`config.mk`:
```
export PLATFORM = sky130hd
export DESIGN_NAME = alu_op_issue
export DESIGN_NICKNAME = d
export VERILOG_FILES = /design/src/rtl/alu_pkg.sv /design/src/rtl/alu_op_decode.sv /design/src/rtl/alu_op_issue.sv
export SDC_FILE = /design/constraint.sdc
export NUM_CORES = 1
export LEC_CHECK = 0
export ABC_AREA = 1
export CORE_MARGIN = 2
export CORE_UTILIZATION = 54
export CTS_CLUSTER_DIAMETER = 50
export DETAILED_ROUTE_END_ITERATION = 10
export PLACE_DENSITY = 0.86
export SLEW_MARGIN = 5
export SYNTH_ARGS = -nofsm -noshare
export SYNTH_HDL_FRONTEND = slang
export SYNTH_HIERARCHICAL = 1
export SYNTH_SLANG_ARGS = --single-unit
```
`constraint.sdc`:
```
create_clock -name clk -period 3.6 [get_ports clk]
set_input_delay 0.72 -clock clk [delete_from_list [all_inputs] [get_ports clk]]
set_output_delay 0.72 -clock clk [all_outputs]
set_load 0.03 [all_outputs]
```
`src/rtl/alu_pkg.sv`:
```
// Shared ALU definitions: operation codes, ALUOp encodings and the request bundle handed to the ALU.
package alu_pkg;

    localparam int DATA_W = 32;
    localparam int OP_W   = 4;

    typedef enum logic [OP_W-1:0] {
        ALU_AND = 4'b0000,
        ALU_OR  = 4'b0001,
        ALU_ADD = 4'b0010,
        ALU_XOR = 4'b0011,
        ALU_SUB = 4'b0100,
        ALU_SLT = 4'b0101,
        ALU_EQ  = 4'b1000,
        ALU_ILL = 4'b1111
    } alu_op_e;

    localparam logic [1:0] ALUOP_LDST   = 2'b00;
    localparam logic [1:0] ALUOP_BRANCH = 2'b01;
    localparam logic [1:0] ALUOP_RTYPE  = 2'b10;
    localparam logic [1:0] ALUOP_ITYPE  = 2'b11;

    localparam logic [2:0] F3_ADDSUB = 3'b000;
    localparam logic [2:0] F3_SLT    = 3'b010;
    localparam logic [2:0] F3_XOR    = 3'b100;
    localparam logic [2:0] F3_OR     = 3'b110;
    localparam logic [2:0] F3_AND    = 3'b111;
    localparam logic [2:0] F3_BEQ    = 3'b000;

    typedef struct packed {
        alu_op_e             Operation;
        logic [DATA_W-1:0]   SrcA;
        logic [DATA_W-1:0]   SrcB;
        logic                illegal;
    } alu_req_t;

    // Occupancy of the issue stage: output register, then output register plus skid.
    typedef enum logic [1:0] {
        OCC_EMPTY = 2'd0,
        OCC_ONE   = 2'd1,
        OCC_TWO   = 2'd2
    } occ_e;

endpackage

```
`src/rtl/alu_op_decode.sv`:
```
// Combinational ALUOp/funct3/funct7 decoder producing the ALU operation code and an illegal flag.
module alu_op_decode
    import alu_pkg::*;
(
    input  logic [1:0] ALUOp,
    input  logic [2:0] Funct3,
    input  logic       Funct7_b5,
    output alu_op_e    Operation,
    output logic       illegal
);

    always_comb begin
        Operation = ALU_ADD;
        illegal   = 1'b0;
        case (ALUOp)
            ALUOP_LDST: Operation = ALU_ADD;
            ALUOP_BRANCH: Operation = (Funct3 == F3_BEQ) ? ALU_EQ : ALU_SUB;
            default: begin
                case (Funct3)
                    // Only R-type uses funct7 to pick SUB; I-type 000 is always ADDI.
                    F3_ADDSUB: Operation = (ALUOp == ALUOP_RTYPE && Funct7_b5) ? ALU_SUB : ALU_ADD;
                    F3_AND:    Operation = ALU_AND;
                    F3_OR:     Operation = ALU_OR;
                    F3_XOR:    Operation = ALU_XOR;
                    F3_SLT:    Operation = ALU_SLT;
                    default: begin
                        Operation = ALU_ILL;
                        illegal   = 1'b1;
                    end
                endcase
            end
        endcase
    end

endmodule

```
`src/rtl/alu_op_issue.sv`:
```
// ALU issue stage: decodes the control bundle and registers op+operands toward the ALU through a
// 2-entry skid buffer. Optional saturating illegal-op counter under ALU_ILLEGAL_CNT_EN.
module alu_op_issue
    import alu_pkg::*;
#(
    parameter int DATA_WIDTH    = 32,
    parameter int OPCODE_LENGTH = 4
) (
    input  logic                     clk,
    input  logic                     reset,
    input  logic                     flush,
    input  logic                     in_valid,
    output logic                     in_ready,
    input  logic [1:0]               ALUOp,
    input  logic [2:0]               Funct3,
    input  logic [6:0]               Funct7,
    input  logic [DATA_WIDTH-1:0]    SrcA_in,
    input  logic [DATA_WIDTH-1:0]    SrcB_in,
    output logic                     out_valid,
    input  logic                     out_ready,
    output logic [OPCODE_LENGTH-1:0] Operation,
    output logic [DATA_WIDTH-1:0]    SrcA,
    output logic [DATA_WIDTH-1:0]    SrcB,
    output logic                     illegal,
    output logic [1:0]               dbg_state
`ifdef ALU_ILLEGAL_CNT_EN
    ,
    output logic [15:0]              illegal_cnt
`endif
);

    // Handshake: a beat moves when valid && ready on that side in the same cycle; in_ready depends
    // only on registered occupancy, and outputs are held while out_valid && !out_ready.

    alu_op_e                  dec_op;
    logic                     dec_ill;
    logic [OPCODE_LENGTH-1:0] dec_op_w;
    logic                     unused_funct7;

    alu_op_decode u_decode (
        .ALUOp     (ALUOp),
        .Funct3    (Funct3),
        .Funct7_b5 (Funct7[5]),
        .Operation (dec_op),
        .illegal   (dec_ill)
    );

    assign dec_op_w      = OPCODE_LENGTH'(dec_op);
    assign unused_funct7 = ^{Funct7[6], Funct7[4:0]};

    occ_e                     state_q, state_d;
    logic                     in_ready_q, out_valid_q;
    logic [OPCODE_LENGTH-1:0] op_q, skid_op_q;
    logic [DATA_WIDTH-1:0]    a_q, b_q, skid_a_q, skid_b_q;
    logic                     ill_q, skid_ill_q;
    logic                     accept, xfer;

    assign accept = in_valid && in_ready_q;
    assign xfer   = out_valid_q && out_ready;

    always_comb begin
        state_d = state_q;
        if (flush) begin
            state_d = OCC_EMPTY;
        end else begin
            case (state_q)
                OCC_EMPTY: if (accept) state_d = OCC_ONE;
                OCC_ONE: begin
                    if (accept && !xfer)      state_d = OCC_TWO;
                    else if (!accept && xfer) state_d = OCC_EMPTY;
                end
                OCC_TWO:   if (xfer) state_d = OCC_ONE;
                default:   state_d = OCC_EMPTY;
            endcase
        end
    end

    always_ff @(posedge clk) begin
        if (reset) begin
            state_q     <= OCC_EMPTY;
            in_ready_q  <= 1'b1;
            out_valid_q <= 1'b0;
            op_q        <= '0;
            a_q         <= '0;
            b_q         <= '0;
            ill_q       <= 1'b0;
            skid_op_q   <= '0;
            skid_a_q    <= '0;
            skid_b_q    <= '0;
            skid_ill_q  <= 1'b0;
        end else begin
            state_q     <= state_d;
            in_ready_q  <= (state_d != OCC_TWO);
            out_valid_q <= (state_d != OCC_EMPTY);
            if (!flush) begin
                if (state_q == OCC_TWO && xfer) begin
                    op_q  <= skid_op_q;
                    a_q   <= skid_a_q;
                    b_q   <= skid_b_q;
                    ill_q <= skid_ill_q;
                end else if (accept && (state_q == OCC_EMPTY || xfer)) begin
                    op_q  <= dec_op_w;
                    a_q   <= SrcA_in;
                    b_q   <= SrcB_in;
                    ill_q <= dec_ill;
                end else if (accept) begin
                    // Output register is stalled: park the new op in the skid entry.
                    skid_op_q  <= dec_op_w;
                    skid_a_q   <= SrcA_in;
                    skid_b_q   <= SrcB_in;
                    skid_ill_q <= dec_ill;
                end
            end
        end
    end

    assign in_ready  = in_ready_q;
    assign out_valid = out_valid_q;
    assign Operation = op_q;
    assign SrcA      = a_q;
    assign SrcB      = b_q;
    assign illegal   = ill_q;
    assign dbg_state = state_q;

`ifdef ALU_ILLEGAL_CNT_EN
    logic [15:0] ill_cnt_q;

    // A transfer coinciding with flush is dropped, so it is not counted either.
    always_ff @(posedge clk) begin
        if (reset) begin
            ill_cnt_q <= '0;
        end else if (xfer && !flush && ill_q && ill_cnt_q != 16'hFFFF) begin
            ill_cnt_q <= ill_cnt_q + 16'd1;
        end
    end

    assign illegal_cnt = ill_cnt_q;
`endif

endmodule

```
==> metrics.yaml <==
sta:
  setup_ws_ns: 1.23
  rsz0062_at_grt: "no"
  final-setup-viol-count: 0
  period_minus_slack_ns: 2.37
  fin_crit_sh: 0.658
  max_slew_margin: 0.577
  tightest_slew_ns: 0.635
  setup_tns_ns: 0
  fmax_mhz: 422
  slew_violations: 0
  clock_skew_ns: 0.00573
  hold_violations: 0
yosys:
  synth_fp_nets: 1026
  syn_area_per_cell_um2: 6.69
  ys_seq_area_frac: 0.449
  synth_top_area_share: 0.449
  synthArstFlopShare: 0
  ys.warnings.count: 6
  ys_types: 18
  syn-instance-count: 945
  synth_largest_area_cell: "dfxtp_1"
  netlist_area_um2: 6330
  synth_area_leaders: "dfxtp_1, nand2_1, o21ai_0"
  synth_flop_cell: "dfxtp_1"
  synth-edff-count: 0
  synth-seq-cells: 142
drt:
  drt-vias-per-instance: 4.84
  dr.pass1.iters: 7
  drc: 0
  drt-initial-drc-count: 461
  wl_per_cell_um: 11.5
  wirelength_mm: 13.9
  num_vias: 5883
  ant_nets: 0
die:
  initial_core_util: 0.554
  dieArea_um2: 12600
  io_pins: 154
  num_rows: 39
  core_area_um2: 11400
  die_w_um: 112
  dieHeight_um: 112
pwr:
  power_density_nw_per_um2: 478
  clockPowerShare: 0.419
  leakage_nw: 3.70
  swShare: 0.253
  p_int_mw: 2.95
  seq_power_share: 0.427
  comb_power_share: 0.153
  switchingPower_uw: 997
  total_power_mw: 3.95
  ir_drop_v: 0.000341
global_routing:
  met1_usage: 0.282
  top_usage_layer: "met2"
  grt_max_degree: 140
  antenna_found_initial: 0
  grt_pass1_wl_mm: 23.3
  grt_use_met2: 0.367
  gr-usage-met3: 0.0578
  grtUsageTotal: 0.223
  gr-total-overflow: 0
  grt_pass1_vias: 5138
placement:
  gp_congestion: 0.753
  hpwl_mm: 8.71
  placed_area_um2: 7710
  port-buffer-count: 147
  dp_worst_setup_slack_ns: 1.01
critical_path:
  critical_path_arrival_ns: 1.65
  max_stage_delay_ns: 0.76
  worstPathRequired_ns: 2.88
  critical_path_class: "reg -> out"
  cp_num_buf_inv: 1
  worstPathMaxFanout: 6
  critical-path-top-delay-family: "buffers and inverters"
  crit_path_top_delay_cell: "clkdlybuf4s50_1"
  crit_path_end_kind: "output pin"
  start_kind: "flop"
  crit_chain: "clkdlybuf4s50_1"
clock_tree:
  cts_inserted_buffers: 17
  cts_resized: 0
  htreeDepth: 4
  cts_tree: "built"
  root_buffer: "clkbuf_16"
  cts.sinks: 142
  post_cts_buffers: 0
  ctsHoldBuffers: 0
  cts_buffer_depth: 2
  clk_latency_ns: 0.42
  clk_pin_slew_ns: 0.06
cells_and_area:
  num_antenna_cells: 0
  layout_commonest_cell: "nand2_1"
  drive_above_1_share: 0.0382
  mostFrequentLayoutCells: "nand2_1, clkdlybuf4s50_1, inv_1"
  layout-area-overhead-vs-synth_pct: 30.6
  nets: 1140
  multiInputGateArea_um2: 2540
  fillers: 894
  seq_area_um2: 2840
  design_area_um2: 8260
worst_hold_path:
  holdCritPathClass: "reg -> reg"
status:
  status: "completed"
job:
  cap_viol_max_count: 0
==> kinds of logic (layout without fill, tap and decap cells) <==
logic type / count (synthesis) / after routing / synth area share
AND/OR/NAND/NOR: 380 / 380 / 0.230
AO/OA/AOI/OAI: 213 / 213 / 0.169
buffers and inverters: 210 / 337 / 0.152
flip-flops: 142 / 142 / 0.449
==> power groups by stage <==
stage,clock (mW),combinational [mW],sequential (mW)
2_1_floorplan,0,0.250,1.83
3_3_place_gp,0,0.593,1.72
3_5_place_dp,0,0.601,1.72
4_1_cts,1.68,0.608,1.69
5_1_grt,1.75,0.669,1.69
6_report,1.66,0.605,1.69
==> cell type report <==
| cell class | count | area share |
|---|---|---|
| Timing Repair Buffer | 155 | 0.191 |
| Tap cell | 143 | 0.0217 |
| Inverter | 150 | 0.0683 |
| Clock buffer | 26 | 0.0568 |
| Multi-Input combinational cell | 593 | 0.308 |
| Clock inverter | 6 | 0.0103 |
| Sequential cell | 142 | 0.344 |
==> cell usage after synthesis (2+ instances only) <==
library cell	number
inv_2	3
nand3_1	9
nand2_1	223
a21oi_1	72
clkbuf_1	16
dfxtp_1	142
nor2_1	143
buf_4	15
buf_6	13
o21ai_1	21
inv_1	147
o21ai_0	119
nand2_2	2
buf_2	16
==> worst paths after layout <==
path             endpoint          from  slack (ns)  depth (start not counted)
min reg2reg   skid_b_q[3]   skid_b_q[3]        0.44                          2
max reg2reg  skid_b_q[30]  dbg_state[1]        1.61                          6
min           skid_b_q[3]   skid_b_q[3]        0.44                          2
max          dbg_state[1]  dbg_state[1]        1.23                          1
==> routing by layer <==
layer | vias up | share of wire
met4 | 0 | 0.016
met1 | 2570 | 0.46
met3 | 22 | 0.054
li1 | 3110 | -
met5 | - | 0
met2 | 181 | 0.47
==> sequential cells by signal, summed over array words and instances, names as in the netlist <==
register and cells:
SrcA 32, SrcB 32, skid_a_q 32, skid_b_q 32, Operation 4, skid_op_q 4, dbg_state 2, illegal 1
in_ready 1, out_valid 1, skid_ill_q 1
==> stage by stage <==
stage | instances | hold slack, ns | util
after floorplan | 945 | 0.425 | -
after global placement | 1183 | 0.433 | 0.675
after detailed placement | 1183 | 0.437 | 0.675
after CTS | 1215 | 0.446 | 0.724
after global routing | 1215 | 0.462 | 0.724
final | 1215 | 0.443 | 0.724
No activity file was read; power rests on OpenSTA's default activity.
